File: src/rtl/msb_pg_sched_pkg.sv
// Shared state encodings and per-state output table for the MSB power-gating scheduler.
// Rail bundle order everywhere is {iso_en, ret_en, pse, msb_ready}.
package msb_pg_sched_pkg;

   localparam logic [2:0] ST_ON      = 3'd0;
   localparam logic [2:0] ST_ISO     = 3'd1;
   localparam logic [2:0] ST_RET     = 3'd2;
   localparam logic [2:0] ST_OFF     = 3'd3;
   localparam logic [2:0] ST_PWRUP   = 3'd4;
   localparam logic [2:0] ST_RESTORE = 3'd5;
   localparam logic [2:0] ST_UNISO   = 3'd6;

   localparam logic [3:0] OUT_ON      = 4'b0011;
   localparam logic [3:0] OUT_ISO     = 4'b1010;
   localparam logic [3:0] OUT_RET     = 4'b1110;
   localparam logic [3:0] OUT_OFF     = 4'b1100;
   localparam logic [3:0] OUT_PWRUP   = 4'b1110;
   localparam logic [3:0] OUT_RESTORE = 4'b1010;
   localparam logic [3:0] OUT_UNISO   = 4'b0010;

   function automatic logic [3:0] state_outputs(input logic [2:0] st);
      logic [3:0] o;
      o = OUT_ON;
      case (st)
         ST_ISO:     o = OUT_ISO;
         ST_RET:     o = OUT_RET;
         ST_OFF:     o = OUT_OFF;
         ST_PWRUP:   o = OUT_PWRUP;
         ST_RESTORE: o = OUT_RESTORE;
         ST_UNISO:   o = OUT_UNISO;
         default:    o = OUT_ON;
      endcase
      return o;
   endfunction

endpackage

File: src/rtl/msb_pg_sched_if.sv
// Datapath-side request and power-control signals of the MSB gating scheduler.
interface msb_pg_sched_if #(
   parameter int unsigned STAT_W = 16
);
   logic              need_msb;
   logic              gate_en;
   logic              iso_en;
   logic              ret_en;
   logic              pse;
   logic              msb_ready;
   logic [2:0]        state_o;
   logic [STAT_W-1:0] sleep_cnt;

   modport master (
      output need_msb, gate_en,
      input  iso_en, ret_en, pse, msb_ready, state_o, sleep_cnt
   );

   modport slave (
      input  need_msb, gate_en,
      output iso_en, ret_en, pse, msb_ready, state_o, sleep_cnt
   );
endinterface

File: src/rtl/msb_pg_sched_delay_cnt.sv
// Up-counter with synchronous clear and terminal compare; shared by idle and power-up timing.
module msb_pg_sched_delay_cnt #(
   parameter int unsigned CNT_W = 8
) (
   input  logic             i_clk,
   input  logic             i_rst_n,
   input  logic             i_clr,
   input  logic             i_inc,
   input  logic [CNT_W-1:0] i_term,
   output logic             o_tc
);
   logic [CNT_W-1:0] r_cnt;

   always_ff @(posedge i_clk or negedge i_rst_n) begin
      if (!i_rst_n)
         r_cnt <= '0;
      else if (i_clr)
         r_cnt <= '0;
      else if (i_inc)
         r_cnt <= r_cnt + CNT_W'(1);
   end

   assign o_tc = (r_cnt == i_term);
endmodule

File: src/rtl/msb_pg_sched.sv
// Power-gating sequencer for the MSB adder half: idle-timed sleep entry, ordered wake,
// registered Moore outputs and a saturating count of completed OFF entries.
module msb_pg_sched
   import msb_pg_sched_pkg::*;
#(
   parameter int unsigned IDLE_CYC  = 8,
   parameter int unsigned PWRUP_CYC = 4,
   parameter int unsigned CNT_W     = 8,
   parameter int unsigned STAT_W    = 16
) (
   input logic                 CLK,
   input logic                 rst_n,
   msb_pg_sched_if.slave       bus
);
   localparam logic [CNT_W-1:0] IDLE_TERM  = CNT_W'(IDLE_CYC - 1);
   localparam logic [CNT_W-1:0] PWRUP_TERM = CNT_W'(PWRUP_CYC - 1);

   logic [2:0]        r_state;
   logic [2:0]        w_next;
   logic [3:0]        r_out;
   logic [STAT_W-1:0] r_sleep_cnt;
   logic              w_idle;
   logic              w_wake;
   logic              w_clr;
   logic              w_inc;
   logic              w_tc;
   logic [CNT_W-1:0]  w_term;

   assign w_idle = ~bus.need_msb & bus.gate_en;
   assign w_wake = bus.need_msb | ~bus.gate_en;

   // The counter is only live while idling in ON or powering up; every other state clears it,
   // so both ON and PWRUP are always entered with a zero count.
   always_comb begin
      w_next = r_state;
      w_clr  = 1'b1;
      w_inc  = 1'b0;
      w_term = IDLE_TERM;
      case (r_state)
         ST_ON: begin
            if (w_idle) begin
               w_clr = 1'b0;
               w_inc = 1'b1;
               if (w_tc)
                  w_next = ST_ISO;
            end
         end
         ST_ISO:  w_next = ST_RET;
         ST_RET:  w_next = ST_OFF;
         ST_OFF: begin
            if (w_wake)
               w_next = ST_PWRUP;
         end
         ST_PWRUP: begin
            w_clr  = 1'b0;
            w_inc  = 1'b1;
            w_term = PWRUP_TERM;
            if (w_tc)
               w_next = ST_RESTORE;
         end
         ST_RESTORE: w_next = ST_UNISO;
         ST_UNISO:   w_next = ST_ON;
         default:    w_next = ST_ON;
      endcase
   end

   msb_pg_sched_delay_cnt #(
      .CNT_W (CNT_W)
   ) u_dly (
      .i_clk   (CLK),
      .i_rst_n (rst_n),
      .i_clr   (w_clr),
      .i_inc   (w_inc),
      .i_term  (w_term),
      .o_tc    (w_tc)
   );

   // Outputs register the decode of the next state so rails move on the same edge as state.
   always_ff @(posedge CLK or negedge rst_n) begin
      if (!rst_n) begin
         r_state     <= ST_ON;
         r_out       <= OUT_ON;
         r_sleep_cnt <= '0;
      end else begin
         r_state <= w_next;
         r_out   <= state_outputs(w_next);
         if (w_next == ST_OFF && r_state != ST_OFF && r_sleep_cnt != '1)
            r_sleep_cnt <= r_sleep_cnt + STAT_W'(1);
      end
   end

   assign bus.iso_en    = r_out[3];
   assign bus.ret_en    = r_out[2];
   assign bus.pse       = r_out[1];
   assign bus.msb_ready = r_out[0];
   assign bus.state_o   = r_state;
   assign bus.sleep_cnt = r_sleep_cnt;
endmodule
File: src/flat_wrapper.sv
// flat-port wrapper written by rule: the top's interface ports become plain ports
module msb_pg_sched_flat import msb_pg_sched_pkg::*;
#(
   parameter int unsigned IDLE_CYC  = 8,
   parameter int unsigned PWRUP_CYC = 4,
   parameter int unsigned CNT_W     = 8,
   parameter int unsigned STAT_W    = 16
)
  (CLK, rst_n, bus_need_msb, bus_gate_en, bus_iso_en, bus_ret_en, bus_pse, bus_msb_ready, bus_state_o, bus_sleep_cnt);
  msb_pg_sched_if #(.STAT_W(STAT_W)) bus_i ();
  input logic CLK;
  input logic rst_n;
  input wire logic [$bits(bus_i.need_msb)-1:0] bus_need_msb;
  input wire logic [$bits(bus_i.gate_en)-1:0] bus_gate_en;
  output wire logic [$bits(bus_i.iso_en)-1:0] bus_iso_en;
  output wire logic [$bits(bus_i.ret_en)-1:0] bus_ret_en;
  output wire logic [$bits(bus_i.pse)-1:0] bus_pse;
  output wire logic [$bits(bus_i.msb_ready)-1:0] bus_msb_ready;
  output wire logic [$bits(bus_i.state_o)-1:0] bus_state_o;
  output wire logic [$bits(bus_i.sleep_cnt)-1:0] bus_sleep_cnt;
  assign bus_i.need_msb = bus_need_msb;
  assign bus_i.gate_en = bus_gate_en;
  assign bus_iso_en = bus_i.iso_en;
  assign bus_ret_en = bus_i.ret_en;
  assign bus_pse = bus_i.pse;
  assign bus_msb_ready = bus_i.msb_ready;
  assign bus_state_o = bus_i.state_o;
  assign bus_sleep_cnt = bus_i.sleep_cnt;
  msb_pg_sched #(.IDLE_CYC(IDLE_CYC), .PWRUP_CYC(PWRUP_CYC), .CNT_W(CNT_W), .STAT_W(STAT_W)) u_core (.CLK(CLK), .rst_n(rst_n), .bus(bus_i));
endmodule
File: config.mk
export PLATFORM = sky130hd
export DESIGN_NAME = msb_pg_sched_flat
export DESIGN_NICKNAME = d
export VERILOG_FILES = /design/src/rtl/msb_pg_sched_pkg.sv /design/src/rtl/msb_pg_sched_if.sv /design/src/rtl/msb_pg_sched_delay_cnt.sv /design/src/rtl/msb_pg_sched.sv /design/src/flat_wrapper.sv
export SDC_FILE = /design/constraint.sdc
export NUM_CORES = 1
export LEC_CHECK = 0
export ABC_CLOCK_PERIOD_IN_PS = 2200
export BUFFER_PORTS_ARGS = -buffer_cell sky130_fd_sc_hd__buf_2
export CORE_ASPECT_RATIO = 1.2
export CORE_UTILIZATION = 30
export DETAILED_ROUTE_END_ITERATION = 8
export PLACE_DENSITY = 0.55
export SYNTH_ARGS = -nofsm -noshare
export SYNTH_HDL_FRONTEND = slang
export SYNTH_HIERARCHICAL = 1
export SYNTH_SLANG_ARGS = --single-unit
File: constraint.sdc
create_clock -name CLK -period 2.2 [get_ports CLK]
set_input_delay 0.11 -clock CLK [delete_from_list [all_inputs] [get_ports CLK]]
set_output_delay 0.11 -clock CLK [all_outputs]
set_load 0.05 [all_outputs]
; After elaboration in Yosys (flattened, before gate mapping)
; Cells that the tools add are included.
; W data, S select, Z words.
[op_classes]
addsub = 2
eq_ne = 14
muxes = 13
bitwise_logic = 4
reduce_logical = 6
[op_table]
columns = op, n
row1 = $pmux W3 S6, 1
row2 = $add A16 B1 Y16 const B, 1
row3 = $mux W8, 2
row4 = $ne A16 B16 Y1 const B, 1
row5 = $pmux W4 S4, 1
row6 = $eq A3 B3 Y1 const B, 5
row7 = $mux W3, 5
row8 = $eq A3 B2 Y1 const B, 4
row9 = $add A8 B1 Y8 const B, 1
row10 = $eq A8 B8 Y1, 1
row11 = $eq A3 B1 Y1 const B, 2
row12 = $pmux W1 S2, 2
row13 = $reduce_or A2 Y1, 2
row14 = $logic_not A3 Y1, 1
row15 = $ne A3 B2 Y1 const B, 1
row16 = $logic_and A1 B1 Y1, 2
row17 = $mux W1, 2
row18 = $not A1 Y1, 2
row19 = $reduce_bool A2 Y1, 1
row20 = $and A1 B1 Y1, 1
row21 = $or A1 B1 Y1, 1
[totals]
register_bits = 31
in_bits = 4
elab_cells = 43

; Depth between registers and ports, before layout
[depth]
ltp_word = 9
mapped_depth = 8

; By module
; Netlist, hierarchy kept.
[modules_own_cells]
columns = module, n_inst, cells_per_inst, area_each_um2
row1 = msb_pg_sched, 1, 107, 1136.1
row2 = msb_pg_sched_delay_cnt, 1, 49, 476.7

; Worst setup path after synthesis
; No wires, ideal clock.
[synth_timing]
kind = register to register
from = reg u_core.r_sleep_cnt[0] (netlist: u_core/bus.sleep_cnt[0])
to = reg u_core.r_sleep_cnt[1] (netlist: u_core/bus.sleep_cnt[1])
setup_time_ps = 125
t_arrival_ps = 1878
t_required_ps = 2075
path_slack_ps = 197
stages_incl_launch_ff = 6
n_path_buf = 0
synth_period_minus_slack_ps = 2003
cell_sequence = dfrtp_1 -> ha_1 -> and3_1 -> nand3_1 -> o21ai_1 -> mux2_2
[synth_between]
elab_chain_len = 2
[synth_rtl]
columns = item, line_no
row1 = start: declaration, msb_pg_sched.sv:21  ; logic [STAT_W-1:0] r_sleep_cnt;
row2 = start signal: assignment, msb_pg_sched.sv:88  ; r_sleep_cnt <= r_sleep_cnt + STAT_W'(1);
row3 = "parallel branches: the longest is 2 deep, another holds $add A16 B1 Y16", -
; Several ways; the timed one is not identified.
; A chain may end at the register's enable or synchronous reset.

; Worst setup path after layout
; Ends and elaborated chain as after synthesis.

==> summary.md <==
| Metric | Value |
|---|---|
| Status | `completed` |
| Total congestion overflow | `0` |
| Die Span X | `68.93 um` |
| Cell Pwr Density | `1035 nW/um^2` |
| First-pass GRT wire length | `around 5500 um` |
| Largest net degree at the start of global routing | `32` |
| Post-synthesis cell area | `between 1500 and 2000 sq um` |
| Via density | `~4.8` |
| RePlAce Congestion | `0.8040` |
| Share of cells above drive strength 1 | `0.2398` |
| Synth Instances | `156` |
| CP peak stage delay | `~0.43 ns` |
| Final hold vios | `0` |
| Cell taking the most area after synthesis | `dfrtp_1` |
| Clock transition at path regs | `0.06 ns` |
| Area fraction of the dominant cell type after synthesis | `0.4500` |
| RSZ-0062 raised after global routing | `false` |
| Synth Flop Type | `dfrtp_1` |
| Skew final | `about 0.0067 ns` |
| Reg2reg setup slack | `about 0.38 ns` |
| Post-CTS Resized | `0` |
| XOR/XNOR Fraction of Synth Area | `0.1303` |
| Min-delay src | `bus_need_msb` |
| Worst Path Class, Setup | `flip-flop to flip-flop` |
| Vias post-DR | `1216` |
| Fin crit share | `0.8295` |
| Worst Hold Path Cells | `5` |
| Syn-to-layout area delta | `19.40%` |
| Crit path cell chain | `ha_1, and3_1, nand3_1, o21ai_1, mux2_2` |
| Drt initial violations | `46` |
| Htree depth | `2` |
| Post-synth EDFFs | `0` |
| Maximum clock frequency | `0.5480 GHz` |
| TNS Setup | `0 ns` |
| Most common library cells after synthesis | `dfrtp_1 (29), xnor2_1 (20), nand2_1 (16)` |
| Least-Margin Pin Slew | `0.6849 ns` |
| Worst-skew pair later-pin latency | `~0.28 ns` |
| Vias in the first global route | `1202` |
| IO Pins | `27` |
| Slowest library cell on the worst path | `dfrtp_1` |
| Die Y | `82.32 um` |
| Worst R2R Path Depth | `5` |
| DRT antenna net count | `0` |
| Fraction of the mapped netlist area in compound gates | `0.07448` |
| CORE AREA | `5045 sq um` |
| Count leader, synth | `dfrtp_1` |
| Yosys warning count | `6` |
| Die area | `5674 sq um` |
| # rows | `28` |
| Distinct cells, synth | `39` |
| CTS Buf Count | `5` |
| Final Slew Violations | `0` |
| DRC | `0` |
| DRT Pass-1 Iters | `4` |
| Hold buffers post-CTS | `1` |
| Max VDD drop | `0.7430 mV` |
| Reg-to-Reg End | `u_core/bus.sleep_cnt[1]` |
| Routed WL | `roughly 3200 um` |
| Hpwl dp | `approximately 2300 um` |
| Critical Path Source Type | `flip-flop` |
| Max Buffers Root-to-Sink | `2` |
| Post-CTS Setup Inserts | `0` |
| Largest family of logic cells by synthesized area | `simple AND/OR/NAND/NOR gates` |
| Area contributors post-synth | `dfrtp_1 (45%), xnor2_1 (11%), nand2_1 (3.7%), nand4_1 (3.5%), dfstp_2 (3.3%)` |
| Critical Path RT | `2.37 ns` |
| Wire per inst | `between 10 and 15 um` |
| Hold Path Class | `input port to flip-flop` |
| Hold Path Sink | `u_core/r_out[0]` |
| Leak pwr | `0.8676 nW` |
| Crit path max fanout | `7` |
| Port Buf Inserts | `26` |
| Cells after DPL | `~250` |
| Ys async rst share | `1.000` |
| Number of synthesized register bits | `31` |
| Worst EP arrival | `1.99 ns` |
| Critical Path End Type | `flip-flop` |
| CTS root buffer | `clkbuf_8` |
| Multiplexer area fraction after synthesis | `0.03569` |
| N_diodes | `0` |
| Clock sink count | `31` |
| Total GRT Usage | `0.1302` |
| Sequential fraction of the synthesis area | `0.4825` |
| TritonCTS clock tree | `done` |
| Endpoints failing setup | `0` |
| Synthesized area per cell | `just over 10 sq um` |
| Max cap viols | `0` |
| Finished Layout Cells | `256` |
| Starting Density | `0.3197` |
| Layout Nets | `201` |
| Post-layout min period | `around 1.8 ns` |
| Initial antenna violation count | `0` |
| Relative slew slack | `0.5434` |
| Adder-Cell Fraction of Synth Area | `0.01552` |
| Post-Synth Simple-Gate Area | `0.2281` |
| R2r startpoint | `u_core/bus.sleep_cnt[0]` |
[layout by cell type (no fill, tap or decap), types with 3 or more instances in the layout]
master / n
xor2_1: 4
a21oi_1: 4
and3_1: 4
o21ai_0: 9
nand4_1: 9
or3_1: 3
dfrtp_1: 29
nand2_1: 16
buf_4: 4
xnor2_1: 20
buf_2: 26
clkbuf_1: 3
conb_1: 7
inv_1: 4
nand2b_1: 3
nor2_1: 8
o211ai_1: 3
nand3_1: 7
clkbuf_8: 5
[logic make-up after synthesis]
group / count (synthesis)
XOR/XNOR: 24
flip-flops: 31
AND/OR/NAND/NOR: 64
multiplexers: 5
buffers and inverters: 8
other: 2
AO/OA/AOI/OAI: 20
adder cells (fa/ha/maj): 2
[cell type report]
cell class | count | area (sq um)
clock buffers | 8 | 80.08
fillers | 533 | 3119
inverters | 4 | 15.01
multi-input cells | 122 | 807.0
flip-flops and latches | 31 | 778.2
well taps | 60 | 75.07
repair buffers | 31 | 170.2
[report_power, final]
group / leakage, nW / total, mW / internal (mW) / switching [mW]
Clock: 0.0395 / 0.430 / 0.224 / 0.205
Combinational: 0.416 / 0.794 / 0.237 / 0.558
Sequential: 0.412 / 0.768 / 0.679 / 0.0884
[through the flow]
stage	total power, mW	setup WS [ns]	util	area [sq um]	hold slack, ns
floorplan	1.397	0.1969	-	1632	-0.1856
global placement	1.573	0.3824	0.3638	1836	0.2019
detailed placement	1.576	0.3755	0.3638	1836	0.2008
CTS	2.014	0.3603	0.3817	1926	0.2562
global route	2.117	0.2327	0.3817	1926	0.3406
finish	1.992	0.3750	0.3817	1926	0.2588
[registers in the layout, summed over array words and instances, names as in the netlist]
signal                cells
u_core/u_dly/r_cnt        8
u_core/bus.state_o        3
u_core/r_out              4
u_core/bus.sleep_cnt     16
[worst max path at each step]
stage                                          to                    start  depth (start not counted)
after CTS                 u_core/bus.sleep_cnt[1]  u_core/bus.sleep_cnt[0]                          5
after floorplan           u_core/bus.sleep_cnt[1]  u_core/bus.sleep_cnt[0]                          5
final                     u_core/bus.sleep_cnt[1]  u_core/bus.sleep_cnt[0]                          5
after detailed placement  u_core/bus.sleep_cnt[1]  u_core/bus.sleep_cnt[0]                          5
after global placement    u_core/bus.sleep_cnt[1]  u_core/bus.sleep_cnt[0]                          5
after global routing        u_core/u_dly/r_cnt[5]    u_core/bus.state_o[1]                          7
[worst max-delay path: cells and delay by family, from the launching register on]
kind                       cells  cell delay, ns
and+or+nand+nor                2            0.42
DFF                            1            0.43
adders and majority gates      1            0.21
muxes                          1            0.36
AOI/OAI and AO/OA              1            0.30
[metal layers]
| metal | part of all wire | wire length [um] | global-route usage | vias to the layer above |
|---|---|---|---|---|
| met5 | 0 | 0 | 0 | - |
| met4 | 0.013 | 43 | 0.05510 | 0 |
| met3 | 0.035 | 113 | 0.02885 | 4 |
| met2 | 0.47 | 1526 | 0.2107 | 26 |
| met1 | 0.48 | 1534 | 0.1648 | 577 |
| li1 | - | - | - | 609 |
(Power assumes the default switching activity.)
